## src/rtl/pll_lock_supervisor.sv

```systemverilog
// PLL lock supervisor: sequences the PLL reset, qualifies lock as stable,
// releases the core system reset, retries on lock timeout, latches failure
// after a bounded number of retries and relocks on loss of lock.
module pll_lock_supervisor #(
  parameter int RST_HOLD_CYCLES     = 1000,
  parameter int LOCK_TIMEOUT_CYCLES = 500000,
  parameter int LOCK_STABLE_CYCLES  = 5000,
  parameter int MAX_RETRIES         = 7,
  parameter int SYNC_STAGES         = 2,
  localparam int RW = (MAX_RETRIES < 1) ? 1 : $clog2(MAX_RETRIES + 1)
) (
  input  logic          refclk,
  input  logic          rst_n,
  input  logic          pll_locked,
  input  logic          force_relock,
  output logic          pll_rst,
  output logic          sys_rst_n,
  output logic          sys_ready,
  output logic          lock_fail,
  output logic [RW-1:0] retry_count,
  output logic [7:0]    loss_count,
  output logic [2:0]    state
);

  // Shared dwell counter only has to reach the longest terminal count.
  localparam int CNT_MAX_I = (LOCK_TIMEOUT_CYCLES > LOCK_STABLE_CYCLES) ?
                             ((LOCK_TIMEOUT_CYCLES > RST_HOLD_CYCLES) ? LOCK_TIMEOUT_CYCLES : RST_HOLD_CYCLES) :
                             ((LOCK_STABLE_CYCLES  > RST_HOLD_CYCLES) ? LOCK_STABLE_CYCLES  : RST_HOLD_CYCLES);
  localparam int CNT_W = $clog2(CNT_MAX_I + 1);

  localparam logic [CNT_W-1:0] HOLD_LAST    = CNT_W'(RST_HOLD_CYCLES - 1);
  localparam logic [CNT_W-1:0] TIMEOUT_LAST = CNT_W'(LOCK_TIMEOUT_CYCLES - 1);
  localparam logic [CNT_W-1:0] STABLE_LAST  = CNT_W'(LOCK_STABLE_CYCLES - 1);
  localparam logic [CNT_W-1:0] CNT_SAT      = CNT_W'(CNT_MAX_I);
  localparam logic [RW-1:0]    RETRY_LIMIT  = RW'(MAX_RETRIES);

  typedef enum logic [2:0] {
    S_RESET_PLL = 3'd0,
    S_WAIT_LOCK = 3'd1,
    S_STABLE    = 3'd2,
    S_RUN       = 3'd3,
    S_FAIL      = 3'd4
  } state_e;

  logic [SYNC_STAGES-1:0] sync_p;
  logic                   locked_s;
  logic [2:0]             state_q;
  logic [CNT_W-1:0]       cnt_q;
  state_e                 state_d;
  logic [RW-1:0]          retry_d;
  logic                   retry_req;
  logic                   entry;
  logic                   loss_inc;

  // pll_locked is asynchronous to refclk: resynchronise before any use.
  always_ff @(posedge refclk or negedge rst_n) begin
    if (!rst_n) begin
      sync_p <= '0;
    end else begin
      sync_p <= {sync_p[SYNC_STAGES-2:0], pll_locked};
    end
  end

  assign locked_s = sync_p[SYNC_STAGES-1];
  assign state    = state_q;

  // Next-state, retry bookkeeping and loss detection.
  always_comb begin
    state_d   = S_RESET_PLL;
    retry_d   = retry_count;
    retry_req = 1'b0;
    loss_inc  = 1'b0;
    if (force_relock) begin
      state_d = S_RESET_PLL;
      retry_d = '0;
    end else begin
      case (state_q)
        S_RESET_PLL: state_d = (cnt_q == HOLD_LAST) ? S_WAIT_LOCK : S_RESET_PLL;
        S_WAIT_LOCK: begin
          state_d = S_WAIT_LOCK;
          if (locked_s)                   state_d   = S_STABLE;
          else if (cnt_q == TIMEOUT_LAST) retry_req = 1'b1;
        end
        S_STABLE: begin
          state_d = S_STABLE;
          // A drop coinciding with the terminal count still counts as a drop.
          if (!locked_s)                 retry_req = 1'b1;
          else if (cnt_q == STABLE_LAST) state_d   = S_RUN;
        end
        S_RUN: begin
          state_d = S_RUN;
          if (!locked_s) begin
            state_d  = S_RESET_PLL;
            loss_inc = 1'b1;
          end
        end
        S_FAIL:  state_d = S_FAIL;
        default: state_d = S_RESET_PLL;
      endcase
      if (retry_req) begin
        if (retry_count == RETRY_LIMIT) begin
          state_d = S_FAIL;
        end else begin
          state_d = S_RESET_PLL;
          retry_d = retry_count + RW'(1);
        end
      end
    end
    if (state_d == S_RUN) retry_d = '0;
  end

  // A forced relock restarts timing even when the state itself does not change.
  assign entry = force_relock || (3'(state_d) != state_q);

  // State, dwell counter and outputs decoded from next state.
  always_ff @(posedge refclk or negedge rst_n) begin
    if (!rst_n) begin
      state_q     <= S_RESET_PLL;
      cnt_q       <= '0;
      pll_rst     <= 1'b1;
      sys_rst_n   <= 1'b0;
      sys_ready   <= 1'b0;
      lock_fail   <= 1'b0;
      retry_count <= '0;
      loss_count  <= '0;
    end else begin
      state_q     <= state_d;
      cnt_q       <= entry ? '0 : ((cnt_q == CNT_SAT) ? cnt_q : cnt_q + CNT_W'(1));
      pll_rst     <= (state_d == S_RESET_PLL) || (state_d == S_FAIL);
      sys_rst_n   <= (state_d == S_RUN);
      sys_ready   <= (state_d == S_RUN);
      lock_fail   <= (state_d == S_FAIL);
      retry_count <= retry_d;
      if (loss_inc && (loss_count != 8'hFF)) loss_count <= loss_count + 8'd1;
    end
  end

endmodule

```

## config.mk

```make
export PLATFORM = sky130hd
export DESIGN_NAME = pll_lock_supervisor
export DESIGN_NICKNAME = d
export VERILOG_FILES = /design/src/rtl/pll_lock_supervisor.sv
export SDC_FILE = /design/constraint.sdc
export NUM_CORES = 1
export LEC_CHECK = 0
export CORE_MARGIN = 3
export CORE_UTILIZATION = 50
export DETAILED_ROUTE_END_ITERATION = 6
export DONT_BUFFER_PORTS = 1
export HOLD_SLACK_MARGIN = 0.02
export PLACE_DENSITY_LB_ADDON = 0.2
export SLEW_MARGIN = 20
export SYNTH_ARGS = -nofsm -noshare
export SYNTH_HDL_FRONTEND = slang
export SYNTH_SLANG_ARGS = --single-unit
```

## constraint.sdc

```tcl
create_clock -name refclk -period 5.4 [get_ports refclk]
set_input_delay 0.81 -clock refclk [delete_from_list [all_inputs] [get_ports refclk]]
set_output_delay 0.81 -clock refclk [all_outputs]
set_load 0.005 [all_outputs]
```

==> flow_metrics.py <==
metrics = {
    "cts": {
        "cts_setup_buffers": 0,
        "cts_htree_levels": 2,
        "cts_resized": 0,
        "numCtsBuffers": 5,
        "max-clock-path-buffers": 2,
        "root_buffer": "clkbuf_8",
        "clk_latency_ps": 290,
        "clk_pin_slew_worst_paths_ps": 70,
        "hold_buffers": 0,
        "cts_sinks": 38,
        "cts_tree": "yes",
    },
    "layout": {
        "antennaDiodeCount": 0,
        "drive_gt1_share_pct": 8.91,
        "area_delta_synth_final_pct": 5.21,
        "final_nets": 210,
        "final_cells": 250,
    },
    "grt": {
        "grt_pass1_wl_um": 7610,
        "grt_antenna_before_repair": 0,
        "track_usage_pct": 19.3,
        "grt_pass1_vias": 1627,
        "overflow": 0,
        "grt_max_degree": 39,
    },
    "worst_setup_path": {
        "crit_chain": "nor4_1 > nand3_1 > o21ai_1 > o21ba_1 > nor3_1",
        "crit_fanout": 19,
        "worstPathArrival_ps": 2400,
        "rrSetupSlack_ps": 3140,
        "slowest_stage": "o21ba_1",
        "endpoint_kind": "flip-flop",
        "critPathRequiredTime_ps": 5540,
        "cp-start-kind": "flip-flop",
        "critPathKind": "flip-flop to flip-flop",
        "cp_top_family": "simple AND/OR/NAND/NOR gates",
        "critical-path-max-stage-delay_ps": 640,
        "crit_buf_inv": 0,
    },
    "route": {
        "vias": 1547,
        "routed_wl_um": 4350,
        "drt-wirelength-per-cell_um": 17.4,
        "vias_per_cell": 6.19,
        "firstDrtPassIters": 4,
        "drc": 0,
        "ant_nets": 0,
        "dr.first_iter.drc_count": 99,
    },
    "timing": {
        "fmax_mhz": 443,
        "setup-violations-final": 0,
        "finalHoldViolCount": 0,
        "clock_skew_ps": 4.52,
        "relSlewSlack_pct": 48.3,
        "fin_crit_ps": 2260,
        "setup_tns_ps": 0,
        "final-max-slew-violation-count": 0,
        "post-route-period-util_pct": 41.8,
        "rsz0062_at_grt": "false",
        "tightestPinTransition_ps": 775,
    },
    "synth": {
        "ys_seq_area_share_pct": 46.1,
        "synthCells": 203,
        "ys.flop_type": "dfrtp_1",
        "synth_top_area_share_pct": 44.8,
        "netlist_area_um2": 2060,
        "yosysMostFrequentCell": "dfrtp_1",
        "synth_edf_count": 0,
        "synth.distinct_cells": 51,
        "synthTopCellsByArea": "dfrtp_1 (45%), xnor2_1 (6.4%), xor2_1 (4.7%), nor3_1 (3.6%), nor2_1 (3.5%)",
        "ys_ff_latch": 38,
        "synth.avg_cell_area_um2": 10.2,
        "synth_top_cells_by_count": "dfrtp_1 (37), nor2_1 (19), nor3_1 (15), xnor2_1 (15), xor2_1 (11)",
        "synth-async-reset-ratio_pct": 100,
        "syn_nets": 212,
        "synth_top_area_cell": "dfrtp_1",
        "ys_warn_count": 0,
    },
    "placement": {
        "port-buffer-count": 0,
        "hpwl_um": 3100,
        "finalWeightedCongestion": 0.874,
        "place_inst": 242,
    },
    "floorplan": {
        "core.rowCount": 22,
        "initial_utilization_pct": 54.0,
        "die_x_um": 70.3,
        "die_y_um": 70.3,
        "coreArea_um2": 3830,
        "ios": 22,
        "dieArea_um2": 4940,
    },
    "power_and_ir_drop": {
        "p_int_mw": 0.428,
        "power_frac_comb_pct": 2.5,
        "p_switching_mw": 0.110,
        "switching_share_pct": 20.4,
        "pwr-share-seq_pct": 53.9,
        "pwr-share-clk_pct": 43.6,
        "vdd_ir_drop_max_mv": 0.150,
        "p_leak_nw": 0.900,
        "power.density_nw_per_um2": 248,
    },
    "min_path": {
        "min_path_type": "input pin to asynchronous set/reset pin",
    },
    "run_status": {
        "status": "completed",
    },
    "flow_run": {
        "maxCapViolCount": 0,
    },
}
==> cell type report <==
cell class	instances	area [µm²]
Fill cell	334	1650
Multi-Input combinational cell	150	1030
Sequential cell	38	952
Clock buffer	5	68.8
Tap cell	48	60.1
Clock inverter	3	40.0
Inverter	6	22.5
==> through the flow <==
step	worst slack, ps	hold slack, ps	power, mW	utilization, %	area (µm²)
6_report	3140	205	0.539	56.8	2170
5_1_grt	3010	189	0.561	56.8	2170
3_5_place_dp	3190	340	0.309	53.9	2060
2_1_floorplan	3420	331	0.308	-	2060
3_3_place_gp	3290	335	0.308	53.9	2060
4_1_cts	3170	195	0.546	56.8	2170
==> path summary, 6_finish.rpt <==
kind,startpoint,to,depth (start not counted)
hold reg to reg,sync_p[0],sync_p[1],0
hold / removal,rst_n,sys_ready,0
setup / recovery,cnt_q[5],cnt_q[0],5
min in group refclk,sync_p[0],sync_p[1],0
setup reg to reg,cnt_q[5],cnt_q[0],5
max in group asynchronous,rst_n,pll_rst,0
==> sequential cells by signal, summed over array words and instances, names as in the netlist <==
| name | count |
|---|---|
| cnt_q | 19 |
| sync_p | 2 |
| retry_count | 3 |
| state | 3 |
| loss_count | 8 |
| sys_ready | 1 |
| lock_fail | 1 |
| pll_rst | 1 |
==> power by group through the flow <==
stage               clock network [mW]  registers (mW)  logic [mW]
floorplan                            0           0.295      0.0136
global route                     0.256           0.291      0.0147
global placement                     0           0.295      0.0128
detailed placement                   0           0.296      0.0135
finish                           0.235           0.290      0.0136
CTS                              0.243           0.290      0.0135
==> per-layer routing <==
layer	vias up	wire length [µm]	global-route usage, %
met5	-	0	0
met4	0	102	8.72
met3	11	230	5.47
met2	47	2140	30.6
met1	771	1880	24.3
li1	718	-	-
==> placed cells by master (no fill, tap or decap), types with 5 or more instances in the layout <==
cell type / n
a21oi_1: 5
and3_1: 7
clkbuf_8: 5
dfrtp_1: 37
ha_1: 5
inv_1: 6
nand2_1: 9
nand3_1: 10
nand4_1: 9
nor2_1: 19
nor3_1: 15
o21ai_0: 5
xnor2_1: 15
xor2_1: 11
==> cell families after synthesis <==
group                      share of synthesized area, %
muxes                                              1.03
DFF                                                46.1
and+or+nand+nor                                    27.5
adders and majority gates                          3.03
AOI/OAI and AO/OA                                  7.27
buffers and inverters                              4.06
xor gates and xnor gates                           11.0
Note: power is estimated with default switching activity, not from simulation.
